==> config.mk <==
export PLATFORM = sky130hd
export DESIGN_NAME = enable_generator_counter
export DESIGN_NICKNAME = d
export VERILOG_FILES = /design/src/rtl/enable_generator_counter.sv
export SDC_FILE = /design/constraint.sdc
export NUM_CORES = 1
export LEC_CHECK = 0
export BUFFER_PORTS_ARGS = -buffer_cell sky130_fd_sc_hd__buf_2
export CAP_MARGIN = 20
export CORE_MARGIN = 2
export CORE_UTILIZATION = 30
export CTS_CLUSTER_SIZE = 20
export DETAILED_ROUTE_END_ITERATION = 10
export MAX_ROUTING_LAYER = met4
export SLEW_MARGIN = 20
export SYNTH_ARGS = -nofsm -noshare
export SYNTH_HDL_FRONTEND = slang
export SYNTH_SLANG_ARGS = --single-unit
==> constraint.sdc <==
create_clock -name clock -period 3.6 [get_ports clock]
set_input_delay 0.9 -clock clock [delete_from_list [all_inputs] [get_ports clock]]
set_output_delay 0.9 -clock clock [all_outputs]
set_load 0.1 [all_outputs]
==> src/rtl/enable_generator_counter.sv <==
`default_nettype none
// ============================================================================
// Module      : enable_generator_counter
// Description : Programmable-period timebase for the enable generator.
//               Counts 0..period-1, advancing once every prescale+1 clocks.
//               Start/stop is level-controlled through `enable`; a stop
//               request drains the current period before going idle.
//               Period and prescale are captured into shadow registers only
//               while idle or on a wrap step, so `count` is always 0 when the
//               downstream comparators pick up new thresholds.
// Ports       : clock        - system clock
//               reset        - synchronous, active-low reset
//               enable       - run request (level)
//               period       - counts per period, 0 = no operation
//               prescale     - count advances every prescale+1 clocks
//               count        - current count (registered)
//               period_tick  - one-clock pulse as count wraps to 0
//               running      - high while active, including the final tick
// Revision    : 1.0 - initial release
// ============================================================================
module enable_generator_counter #(
  parameter int COUNTER_WIDTH   = 32,
  parameter int PRESCALER_WIDTH = 8
) (
  input  logic                       clock,
  input  logic                       reset,
  input  logic                       enable,
  input  logic [COUNTER_WIDTH-1:0]   period,
  input  logic [PRESCALER_WIDTH-1:0] prescale,
  output logic [COUNTER_WIDTH-1:0]   count,
  output logic                       period_tick,
  output logic                       running
);

  localparam logic [1:0] ST_IDLE  = 2'd0;
  localparam logic [1:0] ST_RUN   = 2'd1;
  localparam logic [1:0] ST_DRAIN = 2'd2;

  logic [1:0]                 state_q, state_d;
  logic [COUNTER_WIDTH-1:0]   count_q, count_d;
  logic [COUNTER_WIDTH-1:0]   shadow_period_q, shadow_period_d;
  logic [PRESCALER_WIDTH-1:0] pc_q, pc_d;
  logic [PRESCALER_WIDTH-1:0] shadow_prescale_q, shadow_prescale_d;
  logic                       tick_q, tick_d;
  logic                       running_q, running_d;

  logic active;
  logic step;
  logic wrap;

  // --------------------------------------------------------------------------
  // Datapath: prescaler, count and shadow registers
  // --------------------------------------------------------------------------
  always_comb begin
    active            = (state_q != ST_IDLE);
    step              = active && (pc_q == shadow_prescale_q);
    // Shadow period is never 0 while active, so the subtraction cannot wrap.
    wrap              = step && (count_q == (shadow_period_q - COUNTER_WIDTH'(1)));

    count_d           = count_q;
    pc_d              = pc_q;
    tick_d            = 1'b0;
    shadow_period_d   = shadow_period_q;
    shadow_prescale_d = shadow_prescale_q;

    if (!active) begin
      count_d           = '0;
      pc_d              = '0;
      shadow_period_d   = period;
      shadow_prescale_d = prescale;
    end else begin
      if (step) begin
        pc_d = '0;
      end else begin
        pc_d = pc_q + PRESCALER_WIDTH'(1);
      end

      if (wrap) begin
        count_d           = '0;
        tick_d            = 1'b1;
        shadow_period_d   = period;
        shadow_prescale_d = prescale;
      end else if (step) begin
        count_d = count_q + COUNTER_WIDTH'(1);
      end
    end
  end

  // --------------------------------------------------------------------------
  // Next-state logic
  // --------------------------------------------------------------------------
  always_comb begin
    state_d = state_q;
    case (state_q)
      ST_IDLE: begin
        if (enable && (period != '0)) begin
          state_d = ST_RUN;
        end
      end
      ST_RUN, ST_DRAIN: begin
        // A wrap that loads a zero period must stop, even when a DRAIN would
        // otherwise return to RUN: a zero period can never wrap again.
        if (wrap && (period == '0)) begin
          state_d = ST_IDLE;
        end else if (enable) begin
          state_d = ST_RUN;
        end else if ((state_q == ST_DRAIN) && wrap) begin
          state_d = ST_IDLE;
        end else begin
          state_d = ST_DRAIN;
        end
      end
      default: state_d = ST_IDLE;
    endcase
  end

  // --------------------------------------------------------------------------
  // Output logic: running stays high through the cycle of the final tick.
  // --------------------------------------------------------------------------
  always_comb begin
    running_d = (state_d != ST_IDLE) || tick_d;
  end

  // --------------------------------------------------------------------------
  // State register
  // --------------------------------------------------------------------------
  always_ff @(posedge clock) begin
    if (!reset) begin
      state_q           <= ST_IDLE;
      count_q           <= '0;
      pc_q              <= '0;
      tick_q            <= 1'b0;
      running_q         <= 1'b0;
      shadow_period_q   <= '0;
      shadow_prescale_q <= '0;
    end else begin
      state_q           <= state_d;
      count_q           <= count_d;
      pc_q              <= pc_d;
      tick_q            <= tick_d;
      running_q         <= running_d;
      shadow_period_q   <= shadow_period_d;
      shadow_prescale_q <= shadow_prescale_d;
    end
  end

  assign count       = count_q;
  assign period_tick = tick_q;
  assign running     = running_q;

endmodule
`default_nettype wire
Yosys cells after proc, flatten, opt, wreduce, memory -nomap -nowiden --
Index checks and enable logic that the tools add are counted.
Word-level totals: bits in registers 84, bits in writable memories 0, latch bits 0, bits of input ports 43, bits in read-only memories 0, logic and storage cells 42, memories 0
Operators by class: bitwise logic cells 2, add/sub/neg operators 3, reductions and logical operators 14, shift-type cells 0, muxes and demuxes 11, magnitude comparators 0, multipliers 0, divide/modulo/power cells 0, equal/unequal tests 5
Operators by type and width (number):
- two-way mux 32 bit | 2
- adder 32 x 1 -> 32 bit, second input constant | 1
- == test 32 bit | 1
- zero test 32 bit | 1
- nonzero test 32 bit | 1
- subtractor 32 x 1 -> 32 bit, second input constant | 1
- two-way mux 8 bit | 2
- adder 8 x 1 -> 8 bit, second input constant | 1
- == test 8 bit | 1
- two-way mux 2 bit | 4
- OR reduction 3 bit | 2
- logical AND 1 bit | 5
- one-hot mux 2 bit (2 select lines) | 1
- nonzero test 2 bit | 2
- == test 2 x 1 -> 1 bit, second input constant | 1
- == test 2 bit, second input constant | 1
- zero test 2 bit | 1
- two-way mux 1 bit | 2
- != test 2 x 1 -> 1 bit, second input constant | 1
- NOT 1 bit | 2
- OR reduction 2 bit | 1
- logical OR 1 bit | 1

Longest topological paths before layout --
Gate-level depths: netlist (run 1).
depth in word-level cells 10, gate-level depth with buffers 13

Worst setup path before layout (run 1) --
Ideal clock, no wire load.
path type register -> register, start point register shadow_period_q[24], end point register count_q[2] (netlist: count[2]), slack 0.326 ns, required time 3.484 ns, stages on the path, launching flop included 12, library setup time 0.116 ns, arrival 3.159 ns, cells stage by stage dfxtp_1 > buf_6 > or3_4 > or4_4 > o41ai_2 > nand3_1 > or4_1 > or4_4 > o21ba_1 > buf_6 > clkbuf_1 > and3_1
Between the ends: cells in the longest elaborated chain, start to end 4
RTL lines:
- start: declaration | RTL line 41 | logic [COUNTER_WIDTH-1:0] shadow_period_q, shadow_period_d;
- start signal: assignment | RTL line 142 | shadow_period_q <= shadow_period_d;
- subtractor 32 x 1 -> 32 bit | RTL line 58 | wrap = step && (count_q == (shadow_period_q - COUNTER_WIDTH'(1)));
- == test 32 bit | RTL line 58
- logical AND 1 bit | RTL line 58
- OR reduction 3 bit (no line)
- end signal: assignment | RTL line 138 | count_q <= count_d;
- end: declaration | RTL line 40 | logic [COUNTER_WIDTH-1:0] count_q, count_d;
No other way between the ends. A chain may end at the register's enable or synchronous reset.

Worst setup path in the final report (run 1) --
start point register shadow_period_q[13], end point register count_q[1] (netlist: count[1])
The elaborated chain is that of the path after synthesis.

==> results.md, run 1 <==
- Setup slack closes at ~100 ps.
- The effective utilization at floorplan is between 30 and 40%.
- The number of H-tree levels is 3.
- The proportion of synthesized flip-flops having asynchronous set or reset is 0%.
- Entering global routing, the biggest net connects 69 pins.
- The number of buffers inserted during clock tree synthesis is 9.
- Global routing consumed, over all layers together, between 10% and 20% of the routing resources.
- The clock tree from TritonCTS is done.
- The synthesis warning total is 0.
- The total area inside the core boundary comes to 16,520 um^2.
- Combinational cells account for roughly 45% of the total power.
- Setup violations remaining at the end of the flow were counted as 0.
- Detailed routing inserted a total of between 4,000 and 5,000 vias.
- The path type of the worst setup path is reg2reg.
- The critical path launch point type is a flip-flop.
- The routed design has 13,860 um of wire.
- The residual overflow from global routing is 0.
- The number of detailed-routing iterations run before antenna repair is 5.
- At the worst endpoint, the arrival time is 3740 ps.
- The count of input and output buffers is 76.
- For this run, the leading register cell type out of synthesis is sky130_fd_sc_hd__dfxtp_1.
- The synthesized netlist occupies a cell area of a little over 5000 um^2.
- The count of final max-slew check failures is 0.
- From synthesis to final layout, the design area changed by 20.65%.
- The placer congestion estimate is about 0.9.
- The global-route wire length before repair is about 23,000 um.
- Measured along the y axis, the die boundary spans 133.6 um.
- The worst path required time is roughly 3900 ps.
- In this run, the number of DRC markers left after iteration 0 of detailed routing was 208.
- The via count of the first global-routing pass is about 4,300.
- For this design the top-level I/O count stands at 77.
- The die extent in x is ~130 um.
- The static leakage is about 2.8 nW.
- The net count after synthesis is 659.
- The number of violations of the max-capacitance limit is 0.
- The antenna diode count is 0.
- STA classifies the critical path endpoint as a flip-flop.
- Derived from the worst setup path, the maximum achievable clock frequency is roughly 0.29 GHz.
- The net count of the finished layout is between 700 and 800.
- The HPWL after detailed placement is ~11,000 um.
- The sequential-to-total area share from yosys stat is about 33%.
- The worst relative slew slack is between 50% and 60%.
- Counting along the longest clock path gives a buffer depth of 2.
- The synthesized design contains 0 enable-type register cells.
- Counting I/O delays and the setup requirement, the final critical path takes ~3500 ps.
- The number of flip-flops and latches in the synthesized netlist is 84.
- The final-report hold violation count is 0.
- Timing analysis after detailed placement gives a worst setup slack of 132.5 ps.
- The wire length per cell is roughly 15 um.
- Setup repair after global routing left no endpoint under its margin.
- In the finished design, the share of the clock period the worst path needs comes to 97.19%.
- Sorting the synthesized cells by area gives the leading types as sky130_fd_sc_hd__dfxtp_1 33%, sky130_fd_sc_hd__mux2i_1 8.1%, sky130_fd_sc_hd__nand2_1 8.0%.
- The mean area per synthesized cell is between 8 and 9 um^2.
- The floorplan has 47 rows.
- The slew at the pin closest to its max-slew limit is just over 600 ps.
- The detail route stage leaves a number of antenna-violating nets equal to 0.
- The die outline area is 17,860 um^2.
- Between clock sinks in the finished design, the worst skew comes to approximately 6.6 ps.
- The share of power burned in the clock network is 25.2%.
- The worst hold path belongs to the class reg2reg.
- The unique cell type count in the Yosys netlist is between 50 and 60.
- The clock transition at the registers of the reported paths is 60 ps.
- The flow ran to the end, and the final reports show no timing, DRC or antenna violations.
- The CTS root buffer is sky130_fd_sc_hd__clkbuf_16.
- The initial antenna violation count came to 0.
- The share of layout cells above drive strength 1 is 18.84%.
- IR analysis of the VDD net gives a maximum drop of between 0.3 and 0.4 mV.
- The internal portion of the total power is roughly 2.7 mW.
- In the routed design, unresolved DRC markers number 0.
- Synthesis produced between 600 and 700 cells.
- Summed over all failing endpoints, the final setup total negative slack is 0 ps.
- In this run the power spent charging and discharging nets is around 1.7 mW.
- The part of the total power dissipated in sequential elements is a little under 30%.
- The biggest area contributor in the post-synthesis netlist is sky130_fd_sc_hd__dfxtp_1.
- The routed via count divided by cell count is about 5.
- At the later pin of the worst-skew pair, clock insertion delay measures ~350 ps.
- Of all nets on the critical path, the largest fanout is 23.
- Net switching is 38.64% of the power.
- The number of clock sinks seen by CTS is 84.
- After synthesis, the largest area contributor takes up 33.36% of total cell area.
- For this design the ratio of total power to cell area is 729.0 nW/um^2.
-- area by class of cell --
type | count | area (um^2)
Multi-Input combinational cell | 479 | 3158
Inverter | 14 | 52.55
Tap cell | 220 | 275.3
Timing Repair Buffer | 98 | 560.5
Clock inverter | 5 | 125.1
Clock buffer | 10 | 229.0
Fill cell | 1732 | 10440
Sequential cell | 84 | 1682
-- state kept, by name, indices dropped and copies added (netlist names) --
name,flops
running,1
shadow_period_q,32
state_q,2
count,32
shadow_prescale_q,8
pc_q,8
period_tick,1
-- final timing paths --
check	from	endpoint	slack [ps]	cells past startpoint
setup / recovery	shadow_period_q[13]$_SDFFE_PN0P_	count[1]$_SDFFE_PP0P_	100	9
hold / removal	shadow_period_q[31]$_SDFFE_PN0P_	shadow_period_q[31]$_SDFFE_PN0P_	470	2
setup reg to reg	shadow_period_q[13]$_SDFFE_PN0P_	count[1]$_SDFFE_PP0P_	100	9
hold reg to reg	shadow_period_q[31]$_SDFFE_PN0P_	shadow_period_q[31]$_SDFFE_PN0P_	470	2
-- Yosys cell counts (2+ instances only) --
library cell	n
sky130_fd_sc_hd__mux2i_1	41
sky130_fd_sc_hd__nor4b_1	4
sky130_fd_sc_hd__nand3_1	21
sky130_fd_sc_hd__a21oi_1	9
sky130_fd_sc_hd__nand2_1	108
sky130_fd_sc_hd__and4_1	3
sky130_fd_sc_hd__nor2b_1	2
sky130_fd_sc_hd__o211ai_1	2
sky130_fd_sc_hd__clkbuf_1	26
sky130_fd_sc_hd__xor2_1	43
sky130_fd_sc_hd__or4_1	10
sky130_fd_sc_hd__or4_4	4
sky130_fd_sc_hd__ha_1	6
sky130_fd_sc_hd__or3_4	2
sky130_fd_sc_hd__o31ai_1	3
sky130_fd_sc_hd__nor3b_1	2
sky130_fd_sc_hd__nand2b_1	2
sky130_fd_sc_hd__a211oi_1	2
sky130_fd_sc_hd__inv_1	14
sky130_fd_sc_hd__buf_6	6
sky130_fd_sc_hd__and3_1	40
sky130_fd_sc_hd__nand4_1	13
sky130_fd_sc_hd__a31o_2	2
sky130_fd_sc_hd__nor3_1	14
sky130_fd_sc_hd__xnor2_1	42
sky130_fd_sc_hd__and2_1	5
sky130_fd_sc_hd__dfxtp_1	84
sky130_fd_sc_hd__a31oi_1	3
sky130_fd_sc_hd__or3_1	7
sky130_fd_sc_hd__o21ai_0	6
sky130_fd_sc_hd__o21a_1	2
sky130_fd_sc_hd__nor4_1	20
sky130_fd_sc_hd__and3b_1	5
sky130_fd_sc_hd__or2_2	2
sky130_fd_sc_hd__nor2_1	34
-- power by group through the flow --
| stage | clock network (mW) | registers, mW | logic [mW] |
|---|---|---|---|
| 2_1_floorplan | 0 | 1.32 | 1.48 |
| 3_3_place_gp | 0 | 1.33 | 1.97 |
| 3_5_place_dp | 0 | 1.33 | 1.98 |
| 4_1_cts | 1.15 | 1.31 | 1.99 |
| 5_1_grt | 1.18 | 1.35 | 2.19 |
| 6_report | 1.12 | 1.32 | 1.99 |
-- placed cells by master (no fill, tap or decap), drive strengths merged, types with 2 or more instances in the layout --
| master | n |
|---|---|
| bufinv | 4 |
| and2 | 5 |
| o21ai | 6 |
| or4 | 14 |
| nand4 | 13 |
| nor2 | 34 |
| inv | 14 |
| and4 | 3 |
| nor4 | 21 |
| a211oi | 2 |
| a21oi | 9 |
| nand3 | 21 |
| or2 | 3 |
| nand2b | 2 |
| nor3b | 2 |
| o31ai | 3 |
| and3b | 5 |
| nor2b | 2 |
| mux2i | 41 |
| buf | 98 |
| or3 | 9 |
| and3 | 40 |
| xor2 | 43 |
| a31oi | 3 |
| o211ai | 2 |
| o21a | 2 |
| a31o | 2 |
| dfxtp | 84 |
| nor4b | 4 |
| nand2 | 108 |
| ha | 6 |
| nor3 | 14 |
| xnor2 | 42 |
| clkbuf | 10 |
-- metrics by stage --
| stage | power [mW] | cells | hold slack, ps | utilization (%) | instance area, um^2 |
|---|---|---|---|---|---|
| after floorplan | 2.797 | 610 | 449.7 | - | 5041 |
| after global placement | 3.303 | 895 | 458.7 | 34.57 | 5713 |
| after detailed placement | 3.310 | 895 | 464.8 | 34.57 | 5713 |
| after CTS | 4.450 | 910 | 473.2 | 36.72 | 6067 |
| after global routing | 4.726 | 910 | 489.6 | 36.81 | 6082 |
| final | 4.434 | 910 | 468.8 | 36.81 | 6082 |
-- cell families (layout without fill, tap and decap cells) --
group | count (synthesis) | in the layout | share of synthesized area, %
simple gates | 303 | 303 | 31.45
xor+xnor | 85 | 85 | 14.77
flops | 84 | 84 | 33.36
buf+inv | 47 | 127 | 4.418
compound gates | 43 | 43 | 6.156
mux | 42 | 42 | 8.364
fa+ha+maj | 6 | 6 | 1.489
-- layer usage --
layer / vias up / routed length (um) / global-route usage (%)
li1: 2291 / - / -
met2: 113 / 6100 / 25.46
met4: 0 / 272 / 5.733
met1: 2070 / 6739 / 21.89
met3: 20 / 747 / 3.577
met5: - / 0 / -
-- worst max-delay path, cell delays in order (launching register included) --
cell and delay, ps:
sky130_fd_sc_hd__dfxtp_1 350, sky130_fd_sc_hd__or4_1 610, sky130_fd_sc_hd__or2_1 320, sky130_fd_sc_hd__or4_1 470, sky130_fd_sc_hd__o21ai_0 230, sky130_fd_sc_hd__nand4_1 150
sky130_fd_sc_hd__or4_4 580, sky130_fd_sc_hd__o21ba_4 220, sky130_fd_sc_hd__buf_4 240, sky130_fd_sc_hd__and3_1 220
-- timing repair --
item                                    4_1_cts  5_1_grt
endpoints found under the setup margin        0       23
setup buffers                                 0        0
hold buffers                                  0        0
gates resized for setup                       0        3
Power figures use the tool's default switching activity.
==> inputs of run 2 (changes only) <==
BUFFER_PORTS_ARGS = -buffer_cell sky130_fd_sc_hd__buf_4   (was -buffer_cell sky130_fd_sc_hd__buf_2)
==> results.md, run 2 (synthesis gave the netlist of run 1 again) <==
- The number of buffers and inverters on the critical path came to 1 (unchanged).
- The pin count of the biggest net entering global routing is 52 (was 69).
- The DRC marker count from the first detailed-route iteration is 241 (was 208).
- The path type of the worst setup path is reg2reg (unchanged).
- Most frequent cells in the layout: 108 x sky130_fd_sc_hd__nand2_1, 100 x sky130_fd_sc_hd__buf_4, 84 x sky130_fd_sc_hd__dfxtp_1, 43 x sky130_fd_sc_hd__xor2_1, 42 x sky130_fd_sc_hd__xnor2_1 (was 108 x sky130_fd_sc_hd__nand2_1, 84 x sky130_fd_sc_hd__dfxtp_1, 75 x sky130_fd_sc_hd__buf_2, 43 x sky130_fd_sc_hd__xor2_1, 42 x sky130_fd_sc_hd__xnor2_1).
- The count of input and output buffers is 76 (unchanged).
- The number of violations of the max-capacitance limit is 0 (unchanged).
- The effective utilization at floorplan is 30.51% (unchanged).
- The number of top-level pins was 77 (unchanged).
- The placer congestion estimate came to 0.9451 (was 0.9040).
- The antenna diode count came to 0 (unchanged).
- The last element of the critical path is count[25]$_SDFFE_PP0P_ (was count[1]$_SDFFE_PP0P_).
- The total area of sequential cells came to 1682 um^2 (unchanged).
- The commonest non-fill, non-tap cell in the layout is sky130_fd_sc_hd__nand2_1 (unchanged).
- The cell depth of the worst setup path came to 9 (unchanged).
- The internal power summed over all cells is 2.543 mW (was 2.721 mW).
- The data arrival at the endpoint of the critical path is 3640 ps (was 3740 ps).
- The initial antenna violation count came to 0 (unchanged).
- The time the final worst path needs with I/O delays and setup is 3406 ps (was 3499 ps).
- The routed wire length came to 13,840 um (was 13,860 um).
- The final-report hold violation count came to 0 (unchanged).
- The clock transition at the registers of the reported paths came to 60 ps (about the same).
- The element type at the critical path end is a flip-flop (unchanged).
- The number of post-CTS setup repair buffers is 0 (unchanged).
- The startpoint of the worst setup timing path was shadow_period_q[16]$_SDFFE_PN0P_ (was shadow_period_q[13]$_SDFFE_PN0P_).
- The global-route wire length before repair is 22,710 um (was 22,630 um).
- The largest driver fanout on the critical path is 46 (was 23).
- The static leakage is 2.762 nW (was 2.756 nW).
- The part of the total power dissipated in sequential elements came to 31.0% (was 29.8%).
- The residual overflow from global routing is 0 (unchanged).
- The wire length per cell is 15.14 um (was 15.23 um).
- The cell row count is 47 (unchanged).
- The final routed DRC violation total is 0 (unchanged).
- The worst-case clock buffer depth is 2 (unchanged).
- The worst flop-to-flop path startpoint is shadow_period_q[16]$_SDFFE_PN0P_ (was shadow_period_q[13]$_SDFFE_PN0P_).
- Setup repair after global routing missed its margin: no (unchanged).
- The worst stage delay on the critical path is 560 ps (was 610 ps).
- The number of detailed-routing iterations run before antenna repair is 5 (unchanged).
- The final hold slack is 474.4 ps (was 468.8 ps).
- The switching power came to 1.727 mW (was 1.713 mW).
- The number of buffers inserted during clock tree synthesis is 9 (unchanged).
- The share of power burned in the clock network is 21.3% (was 25.2%).
- The type of the worst min-delay path is reg2reg (unchanged).
- The combinational share of power came to 47.8% (was 45.0%).
- The via count of the first global-routing pass is 4,346 (was 4,302).
- The aggregate negative setup slack was 0 ps (unchanged).
- The library cell contributing the largest single delay on the critical path is sky130_fd_sc_hd__or4_1 (unchanged).
- The setup-violating endpoint count in the final report is 0 (unchanged).
- The die extent in x was 133.6 um (unchanged).
- The clock latency on the worst-skew pair is 340 ps (was 350 ps).
- The slew at the pin closest to its max-slew limit is 449.3 ps (was 618.4 ps).
- The vertical extent of the die is 133.6 um (unchanged).
- The global routing usage summed across all routing layers is 16.72% (was 16.68%).
- The area taken by multi-input logic gates is 3147 um^2 (was 3158 um^2).
- The count of final max-slew check failures is 0 (unchanged).
- The setup slack of the most critical reg-to-reg path is 190 ps (was 100 ps).
- The highest ir drop seen on vdd is 0.3172 mV (was 0.3627 mV).
- The switching part of the total power came to 40.44% (was 38.64%).
- The number of H-tree levels was 3 (unchanged).
- The areal power density over the cells was 687.2 nW/um^2 (was 729.0 nW/um^2).
- The critical path launch point type is a flip-flop (unchanged).
- The dominant delay contributor by cell family on the critical path is simple AND/OR/NAND/NOR gates (unchanged).
- The cell type with the highest occurrence count on the critical path is sky130_fd_sc_hd__or4_4 (was sky130_fd_sc_hd__or4_1).
- The clock tree from TritonCTS is done (unchanged).
- The period utilization came to 94.62% (was 97.19%).
- The share of layout cells above drive strength 1 is 18.73% (was 18.84%).
- The number of fillers in the final layout was 1,734 (was 1,732).
- The net count of the finished layout came to 738 (was 735).
- The worst relative slew slack is 69.77% (was 58.77%).
- The number of cells upsized or downsized after cts is 0 (unchanged).
- The CTS root buffer is sky130_fd_sc_hd__clkbuf_16 (unchanged).
- The remaining antenna violation count is 0 (unchanged).
- The area growth from synthesis to layout came to 23.26% (was 20.65%).
- The worst path required time is 3840 ps (was 3850 ps).
- Result of the run: completed (unchanged).
- The routed via count divided by cell count is 4.988 (was 4.938).
- The final setup skew was 6.041 ps (was 6.602 ps).
- The number of clock sinks seen by CTS is 84 (unchanged).
- The worst-case reg-to-reg path depth was 9 (unchanged).
- The HPWL after detailed placement is 10,820 um (was 10,680 um).
- The total number of vias is 4,559 (was 4,494).
- The maximum clock rate is 0.2936 GHz (was 0.2858 GHz).
- The endpoint of the lowest-slack register-to-register path is count[25]$_SDFFE_PP0P_ (was count[1]$_SDFFE_PP0P_).
- The number of hold buffers added after CTS is 0 (unchanged).
- The standard cell core area is 16,520 um^2 (unchanged).
- Critical-path cell list: or3_1 -> or4_4 -> o21ai_0 -> nand3_1 -> or4_1 -> or4_4 -> o21ba_4 -> buf_12 -> and3_1 (was or4_1 -> or2_1 -> or4_1 -> o21ai_0 -> nand4_1 -> or4_4 -> o21ba_4 -> buf_4 -> and3_1).
- The die outline area is 17,860 um^2 (unchanged).
==> run 2: changes by cell type in the layout (fill, tap and decap cells not counted), sizes merged <==
cell	previous run	this run
bufinv	4	1
buf	98	101
clkinvlp	0	2
clkbuf	10	12
==> run 2: tightest hold or removal path, stage by stage, from the launching register on <==
cell	delay [ps]
sky130_fd_sc_hd__dfxtp_1	320
sky130_fd_sc_hd__nand2_1	60
sky130_fd_sc_hd__mux2i_1	50
==> run 2: worst min path at each step <==
stage	from	cells after the start	endpoint
6_report	shadow_prescale_q[4]$_SDFFE_PN0P_	2	shadow_prescale_q[4]$_SDFFE_PN0P_
5_1_grt	shadow_prescale_q[3]$_SDFFE_PN0P_	2	shadow_prescale_q[3]$_SDFFE_PN0P_
4_1_cts	shadow_prescale_q[0]$_SDFFE_PN0P_	2	shadow_prescale_q[0]$_SDFFE_PN0P_
3_5_place_dp	shadow_prescale_q[5]$_SDFFE_PN0P_	2	shadow_prescale_q[5]$_SDFFE_PN0P_
3_3_place_gp	shadow_prescale_q[1]$_SDFFE_PN0P_	2	shadow_prescale_q[1]$_SDFFE_PN0P_
2_1_floorplan	shadow_period_q[31]$_SDFFE_PN0P_	2	shadow_period_q[31]$_SDFFE_PN0P_
==> run 2: final cells by class <==
cell class,count,share of cell area [%]
Timing Repair Buffer,101,12.40
Tap cell,220,4.430
Clock buffer,12,3.806
Sequential cell,84,27.06
Multi-Input combinational cell,479,50.64
Inverter,14,0.8458
Clock inverter,4,0.8055
==> run 2: power by group through the flow <==
stage	registers, mW	clock network [mW]	logic, mW
floorplan	1.32	0	1.48
global placement	1.34	0	2.02
detailed placement	1.34	0	2.03
CTS	1.32	0.928	2.04
global route	1.35	0.973	2.26
finish	1.32	0.907	2.04
==> run 2: routing by layer <==
metal,share of wire [%],up-vias,track usage (%)
met3,5.1,20,3.463
met1,48,2118,21.93
met2,45,115,25.32
met5,0,-,-
li1,-,2306,-
met4,1.9,0,6.383
==> run 2: stage by stage <==
stage / power [mW] / std cells / area, um^2 / util (%) / worst slack (ps)
finish: 4.270 / 914 / 6213 / 37.60 / 193.6
global route: 4.578 / 914 / 6213 / 37.60 / 5.691
CTS: 4.287 / 914 / 6210 / 37.58 / 190.2
detailed placement: 3.369 / 898 / 5923 / 35.84 / 214.6
global placement: 3.356 / 898 / 5923 / 35.84 / 234.8
floorplan: 2.797 / 610 / 5041 / - / 325.6
==> inputs of run 3 (changes only) <==
==> constraint.sdc (replaced) <==
create_clock -name clock -period 2.8 [get_ports clock]
set_input_delay 0.28 -clock clock [delete_from_list [all_inputs] [get_ports clock]]
set_output_delay 0.28 -clock clock [all_outputs]
set_load 0.1 [all_outputs]
==> results.md, run 3 (synthesis gave the netlist of run 1 again) <==
- The residual overflow from global routing is 0 (unchanged).
- The number of detailed-routing iterations run before antenna repair is 4 (was 5).
- The effective utilization at floorplan is 30.51% (unchanged).
- The period utilization is 115.2% (was 94.62%).
- The worst flop-to-flop path startpoint is shadow_period_q[24]$_SDFFE_PN0P_ (was shadow_period_q[16]$_SDFFE_PN0P_).
- The highest ir drop seen on vdd is 0.6242 mV (was 0.3172 mV).
- The slew at the pin closest to its max-slew limit came to 516.7 ps (was 449.3 ps).
- Setup repair after global routing missed its margin: yes (was no).
- The HPWL after detailed placement is 11,600 um (was 10,820 um).
- The post-layout instance count excluding filler cells was 987 (was 914).
- The placement-stage cell area was 6444 um^2 (was 5923 um^2).
- The endpoint of the lowest-slack register-to-register path is shadow_period_q[12]$_SDFFE_PN0P_ (was count[25]$_SDFFE_PP0P_).
- The static leakage is 3.217 nW (was 2.762 nW).
- The path type of the worst setup path is reg2reg (unchanged).
- The largest driver fanout on the critical path is 12 (was 46).
- The worst relative slew slack is 65.07% (was 69.77%).
- The global routing usage summed across all routing layers was 17.20% (was 16.72%).
- The checks that failed: setup timing.
- The worst path required time came to 3070 ps (was 3840 ps).
- The vertical extent of the die is 133.6 um (unchanged).
- The worst-case reg-to-reg path depth was 9 (unchanged).
- The time the final worst path needs with I/O delays and setup was 3227 ps (was 3406 ps).
- The die outline area is 17,860 um^2 (unchanged).
- The DRC marker count from the first detailed-route iteration is 245 (was 241).
- The die extent in x is 133.6 um (unchanged).
- The number of H-tree levels is 3 (unchanged).
- The number of buffers inserted during clock tree synthesis is 9 (unchanged).
- The worst stage delay on the critical path came to 540 ps (was 560 ps).
- The cell type with the highest occurrence count on the critical path is sky130_fd_sc_hd__or4_4 (unchanged).
- The core occupancy in the finished layout is 42.58% (was 37.60%).
- The final setup skew came to 8.410 ps (was 6.041 ps).
- The final routed DRC violation total is 0 (unchanged).
- Result of the run: complete, but fails checks (was completed).
- The global-route wire length before repair came to 23,290 um (was 22,710 um).
- The number of hold buffers added after CTS is 0 (unchanged).
- The setup-violating endpoint count in the final report is 76 (was 0).
- The wire length per cell came to 15.71 um (was 15.14 um).
- The data arrival at the endpoint of the critical path is 3500 ps (was 3640 ps).
- The worst-case setup margin in the final layout was -426.6 ps (was 193.6 ps).
- Critical-path cell list: or3_4 -> or4_4 -> o41ai_4 -> nand3_1 -> or4_4 -> or4_4 -> o21ba_4 -> clkbuf_16 -> mux2i_1 (was or3_1 -> or4_4 -> o21ai_0 -> nand3_1 -> or4_1 -> or4_4 -> o21ba_4 -> buf_12 -> and3_1).
- The standard cell core area came to 16,520 um^2 (unchanged).
- The areal power density over the cells is 956.3 nW/um^2 (was 687.2 nW/um^2).
- The maximum clock rate is 0.3099 GHz (was 0.2936 GHz).
- The count of input and output buffers is 76 (unchanged).
- The share of layout cells above drive strength 1 is 28.94% (was 18.73%).
- The cell row count is 47 (unchanged).
- The overall power after layout is 6.728 mW (was 4.270 mW).
- The antenna diode count is 0 (unchanged).
- The clock transition at the registers of the reported paths is 60 ps (about the same).
- The total number of vias is 4,858 (was 4,559).
- The via count of the first global-routing pass came to 4,539 (was 4,346).
- The number of clock sinks seen by CTS is 84 (unchanged).
- The clock tree from TritonCTS is done (unchanged).
- The final-report hold violation count is 0 (unchanged).
- The commonest non-fill, non-tap cell in the layout is sky130_fd_sc_hd__buf_4 (was sky130_fd_sc_hd__nand2_1).
- The worst-case clock buffer depth is 2 (unchanged).
- The count of final max-slew check failures is 0 (unchanged).
- The count of placed standard cells including taps came to 964 (was 898).
- The routed wire length is 15,510 um (was 13,840 um).
- The type of the worst min-delay path is in2reg (was reg2reg).
- The area growth from synthesis to layout is 39.56% (was 23.26%).
- The setup slack of the most critical reg-to-reg path is -430 ps (was 190 ps).
- The routed via count divided by cell count came to 4.922 (was 4.988).
- The element type at the critical path end is a flip-flop (unchanged).
- The library cell contributing the largest single delay on the critical path is sky130_fd_sc_hd__or4_4 (was sky130_fd_sc_hd__or4_1).
- The remaining antenna violation count is 0 (unchanged).
- The number of violations of the max-capacitance limit is 0 (unchanged).
- The aggregate negative setup slack was -29,160 ps (was 0 ps).
- The capture endpoint of the worst hold path is shadow_prescale_q[0]$_SDFFE_PN0P_ (was shadow_prescale_q[4]$_SDFFE_PN0P_).
- The net count of the finished layout is 813 (was 738).
- The CTS root buffer was sky130_fd_sc_hd__clkbuf_16 (unchanged).
- The hold path startpoint is prescale[0] (was shadow_prescale_q[4]$_SDFFE_PN0P_).
- Most frequent cells in the layout: 164 x sky130_fd_sc_hd__buf_4, 108 x sky130_fd_sc_hd__nand2_1, 83 x sky130_fd_sc_hd__dfxtp_1, 43 x sky130_fd_sc_hd__xor2_1, 42 x sky130_fd_sc_hd__xnor2_1 (was 108 x sky130_fd_sc_hd__nand2_1, 100 x sky130_fd_sc_hd__buf_4, 84 x sky130_fd_sc_hd__dfxtp_1, 43 x sky130_fd_sc_hd__xor2_1, 42 x sky130_fd_sc_hd__xnor2_1).
- The final standard cell area without fillers is 7036 um^2 (was 6213 um^2).
- The number of top-level pins came to 77 (unchanged).
- The clock latency on the worst-skew pair is 350 ps (was 340 ps).
- The placer congestion estimate is 0.9184 (was 0.9451).
- The critical path launch point type was a flip-flop (unchanged).
- The initial antenna violation count came to 0 (unchanged).
- The number of stages on the worst hold path was 3 (was 2).
- The pin count of the biggest net entering global routing is 49 (was 52).
## run 3: cell count changes in the layout (fill, tap and decap cells not counted), moves of 2 or more
cell | previous run | this run
sky130_fd_sc_hd__buf_4 | 100 | 164
sky130_fd_sc_hd__clkbuf_16 | 9 | 15
sky130_fd_sc_hd__clkbuf_1 | 3 | 0
sky130_fd_sc_hd__nor4_1 | 20 | 17
sky130_fd_sc_hd__buf_12 | 1 | 3
sky130_fd_sc_hd__buf_6 | 0 | 2
sky130_fd_sc_hd__nor4_2 | 1 | 3
sky130_fd_sc_hd__o21ai_0 | 6 | 4
sky130_fd_sc_hd__o21ai_1 | 0 | 2
sky130_fd_sc_hd__or3_1 | 7 | 5
sky130_fd_sc_hd__or3_4 | 2 | 4
sky130_fd_sc_hd__or4_1 | 10 | 8
sky130_fd_sc_hd__or4_4 | 4 | 6
## run 3: worst max path at each step
| stage | depth (start not counted) | slack, ps | start | end |
|---|---|---|---|---|
| 2_1_floorplan | 11 | -440 | shadow_period_q[24]$_SDFFE_PN0P_ | count[2]$_SDFFE_PP0P_ |
| 3_3_place_gp | 9 | -410 | shadow_period_q[24]$_SDFFE_PN0P_ | count[2]$_SDFFE_PP0P_ |
| 3_5_place_dp | 9 | -440 | shadow_period_q[24]$_SDFFE_PN0P_ | count[27]$_SDFFE_PP0P_ |
| 4_1_cts | 9 | -420 | shadow_period_q[24]$_SDFFE_PN0P_ | count[23]$_SDFFE_PP0P_ |
| 5_1_grt | 9 | -490 | shadow_period_q[24]$_SDFFE_PN0P_ | count[4]$_SDFFE_PP0P_ |
| 6_report | 9 | -430 | shadow_period_q[24]$_SDFFE_PN0P_ | shadow_period_q[12]$_SDFFE_PN0P_ |
## run 3: metal layers
metal  track usage, %  vias up  part of all wire, %
met2            26.17      113                   46
met3            3.539       17                  5.8
li1                 -     2459                    -
met5                -        -                    0
met4            5.969        0                  1.6
met1            22.72     2269                   47
## run 3: what timing repair did
action	CTS	global route
setup buffers	0	0
cloned	0	9
endpoints found under the hold margin	0	0
gates resized for setup	6	19
pin swaps	1	6
endpoints found under the setup margin	76	76
## run 3: cell type report
type | count | area (um^2)
inverter | 14 | 52.55
sequential | 84 | 1683
timing repair buffer | 175 | 1464
tap | 220 | 275.3
clock inverter | 4 | 51.30
fill | 1668 | 9489
multi-input combinational | 480 | 3271
clock buffer | 10 | 239.0
## run 3: stage by stage
| stage | hold WS (ps) | setup slack [ps] |
|---|---|---|
| after global routing | 174.0 | -487.0 |
| after detailed placement | 466.1 | -441.7 |
| after CTS | 164.4 | -420.2 |
| final | 176.9 | -426.6 |
| after global placement | 458.4 | -407.8 |
| after floorplan | 418.8 | -440.1 |
## run 3: report_power, final
part           internal, mW  switching [mW]  total (mW)
logic                  2.02            1.91        3.93
registers              1.42           0.184        1.61
clock network         0.705           0.486        1.19
## run 3: critical path: cells and delay by family, from the launching register on
| family | cells | cell delay, ps |
|---|---|---|
| compound gates | 2 | 540 |
| simple gates | 5 | 1930 |
| flops | 1 | 310 |
| mux | 1 | 170 |
| buf+inv | 1 | 200 |
